$ cat config.mk
export PLATFORM = sky130hd
export DESIGN_NAME = regfile_write_arbiter_flat
export DESIGN_NICKNAME = d
export VERILOG_FILES = /design/src/rtl/regfile_write_arbiter_pkg.sv /design/src/rtl/regfile_write_arbiter_if.sv /design/src/rtl/regfile_write_arbiter_rr_arbiter.sv /design/src/rtl/regfile_write_arbiter.sv /design/src/flat_wrapper.sv
export SDC_FILE = /design/constraint.sdc
export NUM_CORES = 1
export LEC_CHECK = 0
export ABC_AREA = 1
export BUFFER_PORTS_ARGS = -buffer_cell sky130_fd_sc_hd__buf_2
export CORE_MARGIN = 1.5
export CORE_UTILIZATION = 50
export CTS_CLUSTER_DIAMETER = 150
export DETAILED_ROUTE_END_ITERATION = 7
export GPL_TIMING_DRIVEN = 0
export HOLD_SLACK_MARGIN = 0.08
export PLACE_DENSITY = 0.85
export SYNTH_ARGS = -nofsm -noshare
export SYNTH_HDL_FRONTEND = slang
export SYNTH_SLANG_ARGS = --single-unit
$ cat constraint.sdc
create_clock -name clk -period 3.1 [get_ports clk]
set_input_delay 0.155 -clock clk [delete_from_list [all_inputs] [get_ports clk]]
set_output_delay 0.155 -clock clk [all_outputs]
set_load 0.05 [all_outputs]
$ cat src/rtl/regfile_write_arbiter_pkg.sv
// Shared register-file constants and writeback source identifiers used by
// the write arbiter, the register file and decode.
package regfile_pkg;

    localparam int REG_ADDR_W = 4;
    localparam int REG_DATA_W = 32;
    localparam int NUM_REGS   = 16;

    // Requester ids; the arbiter port index equals the id.
    localparam int WB_ALU     = 0;
    localparam int WB_LOAD    = 1;
    localparam int WB_MISC    = 2;
    localparam int NUM_WB_SRC = 3;

endpackage

$ cat src/rtl/regfile_write_arbiter_if.sv
// Writeback request bus: one valid/ready pair per requester plus packed
// target register indices and write data.
interface regfile_write_arbiter_if #(
    parameter int NUM_REQ = 3,
    parameter int ADDR_W  = 4,
    parameter int DATA_W  = 32
);
    logic [NUM_REQ-1:0]        req_valid;
    logic [NUM_REQ-1:0]        req_ready;
    logic [NUM_REQ*ADDR_W-1:0] req_reg;
    logic [NUM_REQ*DATA_W-1:0] req_data;

    modport master (
        output req_valid,
        output req_reg,
        output req_data,
        input  req_ready
    );

    modport slave (
        input  req_valid,
        input  req_reg,
        input  req_data,
        output req_ready
    );
endinterface

$ cat src/rtl/regfile_write_arbiter_rr_arbiter.sv
// Round-robin arbiter: combinational one-hot grant scanning from ptr, with
// ptr advancing past the winner only on cycles that actually grant.
module rr_arbiter #(
    parameter int N = 3,
    localparam int ID_W = (N > 1) ? $clog2(N) : 1
) (
    input  logic            clk,
    input  logic            reset,
    input  logic [N-1:0]    req,
    input  logic            enable,
    output logic [N-1:0]    grant,
    output logic [ID_W-1:0] grant_id
);

    logic [ID_W-1:0] ptr_q;
    logic [ID_W-1:0] ptr_d;
    logic            found;
    int              idx;

    always_comb begin
        found    = 1'b0;
        grant_id = '0;
        idx      = 0;
        for (int k = 0; k < N; k++) begin
            idx = int'(ptr_q) + k;
            if (idx >= N) begin
                idx = idx - N;
            end
            if (!found && req[idx]) begin
                found    = 1'b1;
                grant_id = idx[ID_W-1:0];
            end
        end
        if (!enable) begin
            found = 1'b0;
        end

        grant = '0;
        ptr_d = ptr_q;
        if (found) begin
            grant[grant_id] = 1'b1;
            // Explicit wrap keeps ptr inside 0..N-1 for non-power-of-two N.
            ptr_d = (grant_id == ID_W'(N - 1)) ? '0 : grant_id + 1'b1;
        end
    end

    always_ff @(posedge clk or posedge reset) begin
        if (reset) begin
            ptr_q <= '0;
        end else begin
            ptr_q <= ptr_d;
        end
    end

endmodule

$ cat src/rtl/regfile_write_arbiter.sv
// Arbitrates writeback sources onto the single register-file write port
// through a one-entry write stage; exports pending mask and contention count.
module regfile_write_arbiter
    import regfile_pkg::*;
#(
    parameter int NUM_REQ = NUM_WB_SRC,
    parameter int ADDR_W  = REG_ADDR_W,
    parameter int DATA_W  = REG_DATA_W,
    parameter int CNT_W   = 16,
    localparam int SRC_W  = $clog2(NUM_REQ)
) (
    input  logic                    clk,
    input  logic                    reset,
    regfile_write_arbiter_if.slave  req_if,
    input  logic                    wr_inhibit,
    output logic                    rf_we,
    output logic [ADDR_W-1:0]       rf_wreg,
    output logic [DATA_W-1:0]       rf_wdata,
    output logic [SRC_W-1:0]        rf_wsrc,
    output logic [2**ADDR_W-1:0]    pending_mask,
    output logic [CNT_W-1:0]        conflict_cnt
);

    logic [NUM_REQ-1:0]   grant;
    logic [SRC_W-1:0]     grant_id;
    logic                 transfer;
    logic [ADDR_W-1:0]    sel_reg;
    logic [DATA_W-1:0]    sel_data;
    logic                 multi_valid;
    int                   n_valid;

    logic                 we_q;
    logic [ADDR_W-1:0]    wreg_q;
    logic [DATA_W-1:0]    wdata_q;
    logic [SRC_W-1:0]     wsrc_q;
    logic [2**ADDR_W-1:0] pend_q;
    logic [2**ADDR_W-1:0] pend_d;
    logic [CNT_W-1:0]     cnt_q;

    // Reset gates the enable so nothing is granted while reset is held.
    rr_arbiter #(.N(NUM_REQ)) u_arb (
        .clk      (clk),
        .reset    (reset),
        .req      (req_if.req_valid),
        .enable   (!wr_inhibit && !reset),
        .grant    (grant),
        .grant_id (grant_id)
    );

    assign req_if.req_ready = grant;
    assign transfer         = |grant;

    always_comb begin
        sel_reg  = '0;
        sel_data = '0;
        n_valid  = 0;
        for (int i = 0; i < NUM_REQ; i++) begin
            if (grant[i]) begin
                sel_reg  = req_if.req_reg[i*ADDR_W +: ADDR_W];
                sel_data = req_if.req_data[i*DATA_W +: DATA_W];
            end
            if (req_if.req_valid[i]) begin
                n_valid = n_valid + 1;
            end
        end
        multi_valid = (n_valid >= 2);
    end

    for (genvar gi = 0; gi < 2**ADDR_W; gi++) begin : g_pend
        assign pend_d[gi] = transfer && (sel_reg == ADDR_W'(gi));
    end

    always_ff @(posedge clk or posedge reset) begin
        if (reset) begin
            we_q    <= 1'b0;
            wreg_q  <= '0;
            wdata_q <= '0;
            wsrc_q  <= '0;
            pend_q  <= '0;
        end else begin
            we_q   <= transfer;
            pend_q <= pend_d;
            if (transfer) begin
                wreg_q  <= sel_reg;
                wdata_q <= sel_data;
                wsrc_q  <= grant_id;
            end
        end
    end

    // Counts contention regardless of inhibit; sticks at all-ones.
    always_ff @(posedge clk or posedge reset) begin
        if (reset) begin
            cnt_q <= '0;
        end else if (multi_valid && (cnt_q != '1)) begin
            cnt_q <= cnt_q + 1'b1;
        end
    end

    assign rf_we        = we_q;
    assign rf_wreg      = wreg_q;
    assign rf_wdata     = wdata_q;
    assign rf_wsrc      = wsrc_q;
    assign pending_mask = pend_q;
    assign conflict_cnt = cnt_q;

endmodule

$ cat src/flat_wrapper.sv
// flat-port wrapper written by rule: the top's interface ports become plain ports
module regfile_write_arbiter_flat import regfile_pkg::*;
#(
    parameter int NUM_REQ = NUM_WB_SRC,
    parameter int ADDR_W  = REG_ADDR_W,
    parameter int DATA_W  = REG_DATA_W,
    parameter int CNT_W   = 16,
    localparam int SRC_W  = $clog2(NUM_REQ)
)
  (clk, reset, wr_inhibit, rf_we, rf_wreg, rf_wdata, rf_wsrc, pending_mask, conflict_cnt, req_if_req_valid, req_if_req_reg, req_if_req_data, req_if_req_ready);
  regfile_write_arbiter_if #(.NUM_REQ(NUM_REQ), .ADDR_W(ADDR_W), .DATA_W(DATA_W)) req_if_i ();
  input  logic clk;
  input  logic reset;
  input  logic wr_inhibit;
  output logic rf_we;
  output logic [ADDR_W-1:0] rf_wreg;
  output logic [DATA_W-1:0] rf_wdata;
  output logic [SRC_W-1:0] rf_wsrc;
  output logic [2**ADDR_W-1:0] pending_mask;
  output logic [CNT_W-1:0] conflict_cnt;
  input wire logic [$bits(req_if_i.req_valid)-1:0] req_if_req_valid;
  input wire logic [$bits(req_if_i.req_reg)-1:0] req_if_req_reg;
  input wire logic [$bits(req_if_i.req_data)-1:0] req_if_req_data;
  output wire logic [$bits(req_if_i.req_ready)-1:0] req_if_req_ready;
  assign req_if_i.req_valid = req_if_req_valid;
  assign req_if_i.req_reg = req_if_req_reg;
  assign req_if_i.req_data = req_if_req_data;
  assign req_if_req_ready = req_if_i.req_ready;
  regfile_write_arbiter #(.NUM_REQ(NUM_REQ), .ADDR_W(ADDR_W), .DATA_W(DATA_W), .CNT_W(CNT_W)) u_core (.clk(clk), .reset(reset), .req_if(req_if_i), .wr_inhibit(wr_inhibit), .rf_we(rf_we), .rf_wreg(rf_wreg), .rf_wdata(rf_wdata), .rf_wsrc(rf_wsrc), .pending_mask(pending_mask), .conflict_cnt(conflict_cnt));
endmodule
# ---- Word level (Yosys, flattened, before mapping)
# Index checks and enable logic that the tools add are counted.
dict set report totals {
  register_bits 73
  output_inout_bits 74
  wordCells 101
  inputBits 114
}
dict set report op_classes {
  muxes 32
  reduce_logical 27
  n_eq_ne 17
  order_cmp 9
  add_sub_neg 9
}
# op n
set ops {}
lappend ops {{two-way mux 32 bit} 8}
lappend ops {{< comparator 32 x 4 -> 1 bit, second input constant} 3}
lappend ops {{adder 32 x 2 -> 32 bit, second input constant} 1}
lappend ops {{equality test 4 bit, second input constant} 8}
lappend ops {{>= comparator 32 x 3 -> 1 bit, second input constant} 1}
lappend ops {{logical AND 1 bit} 21}
lappend ops {{adder 16 x 1 -> 16 bit, second input constant} 1}
lappend ops {{equality test 4 x 3 -> 1 bit, second input constant} 4}
lappend ops {{inequality test 16 bit, second input constant} 1}
lappend ops {{two-way mux 1 bit} 12}
lappend ops {{two-way mux 4 bit} 3}
lappend ops {{equality test 4 x 2 -> 1 bit, second input constant} 2}
lappend ops {{two-way mux 2 bit} 4}
lappend ops {{subtractor 3 x 2 -> 4 bit, second input constant} 2}
lappend ops {{binary-select mux 1 bit (select 2 bit)} 3}
lappend ops {{>= comparator 3 x 2 -> 1 bit, second input constant} 2}
lappend ops {{equality test 4 x 1 -> 1 bit, second input constant} 1}
lappend ops {{logical NOT 1 bit} 4}
lappend ops {{logical NOT 4 bit} 1}
lappend ops {{adder 2 x 1 -> 3 bit, second input constant} 1}
lappend ops {{adder 2 x 2 -> 3 bit, second input constant} 1}
lappend ops {{< comparator 2 x 3 -> 1 bit, second input constant} 1}
lappend ops {{two-way mux 3 bit} 1}
lappend ops {{OR reduction 3 bit} 1}
lappend ops {{other kinds (7)} 7}

# ---- Logic depth before layout (Yosys ltp)
dict set report depth {
  depth_word 22
  ltp_mapped 16
  ltp_nobuf 16
}

# ---- By module
# Synthesis repeated with hierarchy kept, for this count alone.
dict set report unflattened {
  cells_unflattened 564
  hier_area_um2 4052.6
}
# mod cells_per_inst n_inst area_per_inst_um2 seq_area_each_um2
set by_module_without_submodules {}
lappend by_module_without_submodules {regfile_write_arbiter 495 1 3623.5 1776.7}
lappend by_module_without_submodules {rr_arbiter 69 1 429.2 50.0}

# ---- Worst setup path after synthesis
# No wires, ideal clock.
dict set report synth_path {
  path_type {reg-to-reg}
  start {reg u_core.u_arb.ptr_q[0]}
  end {reg u_core.wdata_q[24] (netlist: u_core.rf_wdata[24])}
  path_slack_ns 0.903
  synth_period_minus_slack_ns 2.197
  arrival_ns 2.126
  required_ns 3.029
  path_buffers 1
  path_stages_with_launch 15
  setup_ns 0.071
  cell_sequence {dfrtp_1 -> inv_1 -> ha_1 -> inv_2 -> nand3_1 -> nand2_1 -> inv_1 -> nand3_1 -> nor2_2 -> nor2_4 -> nand2_1 -> inv_1 -> buf_2 -> nand2_1 -> nand4_1}
}
dict set report synth_between {
  word_cells_on_any_way 41
  cone_classes {5 x add/sub; 5 x order compare; 25 x mux; 6 x reduce/logical}
}
# item line
set synth_lines {}
lappend synth_lines {{start, declared} regfile_write_arbiter_rr_arbiter.sv:15} ;# logic [ID_W-1:0] ptr_q;
lappend synth_lines {{start signal, assigned} regfile_write_arbiter_rr_arbiter.sv:51} ;# ptr_q <= ptr_d;
lappend synth_lines {{branches (longest 16 deep; another with subtractor 3 x 2 -> 4 bit)} --}
lappend synth_lines {{two-way mux 3 bit *} regfile_write_arbiter_rr_arbiter.sv:40} ;# if (found) begin
lappend synth_lines {{net req_if_req_ready[1]} flat_wrapper.sv:24} ;# output wire logic [$bits(req_if_i.req_ready)-1:0] req_if_req_ready;
lappend synth_lines {{two-way mux 32 bit (2 in series)} regfile_write_arbiter.sv:58} ;# if (grant[i]) begin
lappend synth_lines {{end signal, assigned} regfile_write_arbiter.sv:85} ;# wdata_q <= sel_data;
lappend synth_lines {{end, declared} regfile_write_arbiter.sv:34} ;# logic [DATA_W-1:0] wdata_q;
# Mark *: on every way through the listed nets, which the timed path passes. The select of a mux whose other input is x is not followed.
# A chain may end at the register's enable or synchronous reset.

# ---- Worst setup path after layout
dict set report layout_path {
  start {reg u_core.u_arb.ptr_q[0]}
  end {reg u_core.wdata_q[1] (netlist: u_core.rf_wdata[1])}
}
dict set report layout_between {
  elab_chain_len 20
  word_cells_on_any_way 41
  cone_classes {5 x add/sub; 5 x order compare; 25 x mux; 6 x reduce/logical}
}
# item line
set layout_lines {}
lappend layout_lines {{branches (longest 16 deep; another with subtractor 3 x 2 -> 4 bit)} --}
lappend layout_lines {{two-way mux 3 bit *} regfile_write_arbiter_rr_arbiter.sv:40}
lappend layout_lines {{two-way mux 32 bit (3 in series)} regfile_write_arbiter.sv:58}
# Mark *: on every way between the ends. The select of a mux whose other input is x is not followed.

==> summary.md <==
| Metric | Value |
|---|---|
| Outcome | `completed` |
| Root Driver | `clkbuf_8` |
| Placed cell areas | `4798 sq um` |
| Routed length per instance | `15.74 um` |
| Htree depth | `3` |
| Drt first pass iters | `5` |
| CP Capture Type | `register` |
| CTS tree | `built` |
| Bufs on Longest Clock Path | `2` |
| Synth area leaders | `dfrtp_1 (49%), nand2_1 (19%), nand4_1 (6.4%), nand3_1 (3.3%), inv_1 (3.1%)` |
| GR Overflow Total | `0` |
| First-pass GRT wire length | `20.11 mm` |
| DRC errors left | `0` |
| Minimum clock period | `2.912 ns` |
| Storage element area | `1827 sq um` |
| Max_cap viols | `0` |
| Cell area after layout | `5720 sq um` |
| Commonest cells post-synth | `nand2_1 (187), dfrtp_1 (73), nand4_1 (38)` |
| Clock Latency Late Sink | `0.35 ns` |
| Async set or reset register ratio after synthesis | `1.000` |
| GR peak layer | `met2` |
| Mapped Cells | `roughly 460` |
| Combinational power share | `0.605` |
| DIE AREA | `8000 sq um` |
| Fin. max-slew vios | `0` |
| Setup-failing EPs final | `0` |
| Met3 Track Usage GR | `0.07479` |
| Mapped Area | `around 3700 sq um` |
| Post-synthesis xor/xnor area fraction | `0.02813` |
| Total CTS buffers | `9` |
| Initial Util | `0.5151` |
| Startpoint types | `register` |
| Die Y | `a little under 90 um` |
| Power Density | `1048 nW/um^2` |
| Delay-heaviest family, CP | `buffers and inverters` |
| Most common cell in the synthesized netlist | `nand2_1` |
| RePlAce Congestion | `around 0.86` |
| IO Port Bufs | `187` |
| Top Ports | `188` |
| Relative slew slack | `0.4136` |
| Multiplexer area fraction after synthesis | `0` |
| CP peak stage delay | `slightly below 0.6 ns` |
| Syn nets | `583` |
| Top cell by count, worst path | `nand2_1` |
| Syn-to-layout area delta | `53.11%` |
| Leakage Power | `3.135 nW` |
| Number of routed nets with antenna violations | `0` |
| FF+latch count, synth | `73` |
| Mean Syn Cell Area | `around 8.1 sq um` |
| Actual slew at the worst max-slew pin | `0.8796 ns` |
| Sw frac | `0.5109` |
| VDD IR max | `627.3 uV` |
| CP Cell Sequence | `inv_1, ha_2, inv_2, nand2_1, nand2_2, a21oi_4, nand3_2, o21ai_4, nand2_4, clkinv_2, buf_8, buf_6, nand2_1, nand4_1, dlygate4sd3_1` |
| Worst Path Buf+Inv | `6` |
| Grt met1 use | `0.3879` |
| Largest net degree at the start of global routing | `between 70 and 80` |
| Int Power | `2.931 mW` |
| WS Path Type | `register to register` |
| Crit path DAT | `around 3.2 ns` |
| Post-synth top area share | `0.4889` |
| Compound-Gate Fraction of Synth Area | `0.02344` |
| Core ar. | `7253 sq um` |
| Post-synth EDFFs | `0` |
| Met2 usage in global routing | `0.5796` |
| Layout fillers | `around 470` |
| Num rows | `31` |
| RSZ-0062 raised after global routing | `false` |
| Via count | `approximately 4,400` |
| Clk pwr share | `0.145` |
| Reg2Reg Launch Point | `u_core.u_arb.ptr_q[0]$_DFFE_PP0P_` |
| Footprint of the multi-input gates | `between 1500 and 2000 sq um` |
| Distinct cell type count after synthesis | `30` |
| Number of global-route vias before repair | `about 4,300` |
| Largest family of logic cells by synthesized area | `simple AND/OR/NAND/NOR gates` |
| Syn. warnings | `0` |
| Layout Nets | `850` |
| CP max FO | `10` |
| Area leader, netlist | `dfrtp_1` |
| Gr usage total | `0.3322` |
| Final hold violation count | `0` |
| Peak Freq | `about 0.34 GHz` |
| CP max-delay cell | `dlygate4sd3_1` |
| Hold WC Path Type | `input port to register` |
| Dpl hpwl | `7.964 mm` |
| Worst hold start | `req_if_req_reg[10]` |
| Drt total wl | `around 13 mm` |
| Final worst-path cycle share | `0.9395` |
| Reg2Reg Setup Slack | `about 0.19 ns` |
| Clk_skew | `0.009663 ns` |
| Share of layout cells above drive strength 1 | `0.3474` |
| Clock sinks | `73` |
| Crit path from | `u_core.u_arb.ptr_q[0]$_DFFE_PP0P_` |
| Worst-path clk slew | `0.09 ns` |
| Setup TNS | `0 ns` |
| Simple-gate area share of the yosys netlist | `0.3711` |
| DRT iter0 DRCs | `241` |
| Switch Pwr | `3.061 mW` |
| Worst Path Required | `around 3.4 ns` |
| Die Wd | `89.44 um` |
| Top_reg_cell synth | `dfrtp_1` |
| Synth Area in Adders | `0.02344` |
| Sequential Power Share | `0.251` |
| N_diodes | `0` |
| DR vias/cell | `5.288` |
| Sequential fraction of the synthesis area | `0.4889` |
| Antenna violations before repair | `0` |
[layer usage]
layer | part of all wire | vias up
li1 | - | 2019
met1 | 0.38 | 2078
met2 | 0.51 | 252
met3 | 0.071 | 56
met4 | 0.040 | 0
met5 | 0 | -
[logic make-up (layout without fill, tap and decap cells)]
| logic type | Yosys count | after routing |
|---|---|---|
| AOI/OAI and AO/OA | 12 | 12 |
| xor gates and xnor gates | 12 | 12 |
| adders and majority gates | 7 | 7 |
| buffers and inverters | 52 | 324 |
| DFF | 73 | 73 |
| and+or+nand+nor | 306 | 306 |
[worst paths after layout]
kind                                                           to  cells after the start
worst max-delay path               u_core.rf_wdata[1]$_DFFE_PP0P_                     15
worst min-delay path                u_core.rf_wreg[2]$_DFFE_PP0P_                      5
worst max register to register     u_core.rf_wdata[1]$_DFFE_PP0P_                     15
worst min register to register      u_core.rf_wsrc[1]$_DFFE_PP0P_                      2
max in group asynchronous       u_core.pending_mask[13]$_DFF_PP0_                      3
min in group asynchronous           u_core.rf_wsrc[0]$_DFFE_PP0P_                      3
[worst register-to-register path, stage by stage, from the launching register on]
cell,delay (ns)
dfrtp_1,0.38
inv_1,0.08
ha_2,0.38
inv_2,0.08
nand2_1,0.08
nand2_2,0.07
a21oi_4,0.15
nand3_2,0.14
o21ai_4,0.21
nand2_4,0.10
clkinv_2,0.08
buf_8,0.15
buf_6,0.17
nand2_1,0.09
nand4_1,0.12
dlygate4sd3_1,0.58
[cell type report]
cell class                 instances  share of cell area
sequential                        73              0.3193
multi-input combinational        337              0.2922
timing repair buffer             256              0.2826
inverter                          37             0.02493
clock buffer                       9             0.02165
tap                               99             0.02165
buffer                            15             0.01969
clock inverter                     7             0.01794
[power groups by stage]
stage,Clock [mW],Sequential (mW),Combinational (mW)
floorplan,0,2.56,1.20
global placement,0,1.48,2.95
CTS,0.860,1.47,3.45
finish,0.868,1.50,3.62
detailed placement,0,1.49,3.00
global route,0.898,1.53,3.84
[placed cells by master, fill, tap and decap left out, drive strengths merged]
cell,Yosys,layout
nor2,30,30
bufinv,0,2
xnor2,4,4
nand2,201,201
ha,7,7
a21oi,1,1
dlygate4sd3,0,65
o21ai,9,9
clkbuf,2,12
inv,36,38
o21bai,1,1
nand3,29,29
clkinv,1,4
nor4,1,1
buf,13,203
nor3b,1,1
dfrtp,73,73
or2,1,1
a22oi,1,1
xor2,8,8
nor3,5,5
nand4,38,38
[flip-flops by register name, indices dropped and copies added, names as in the netlist]
register,flops
u_core.conflict_cnt,16
u_core.pending_mask,16
u_core.rf_wdata,32
u_core.rf_we,1
u_core.rf_wreg,4
u_core.rf_wsrc,2
u_core.u_arb.ptr_q,2
[metrics by stage]
step / setup WS, ns / std cells / total power, mW / utilization / hold slack [ns]
finish: 0.1877 / 833 / 5.993 / 0.7887 / 0.1820
floorplan: 0.9029 / 462 / 3.752 / - / 0.2774
global placement: 0.2672 / 748 / 4.423 / 0.6612 / 0.3621
CTS: 0.03362 / 829 / 5.784 / 0.7825 / 0.1768
global route: 0.02001 / 833 / 6.276 / 0.7887 / 0.1860
detailed placement: 0.4270 / 748 / 4.488 / 0.6615 / 0.3661
[timing repair]
| item | 4_1_cts | 5_1_grt |
|---|---|---|
| endpoints found under the hold margin | 105 | 0 |
| setup endpoints to repair | 0 | 34 |
| hold buffers | 65 | 0 |
| setup buffers | 0 | 4 |
| resized for setup | 0 | 9 |
Power figures use the tool's default switching activity.
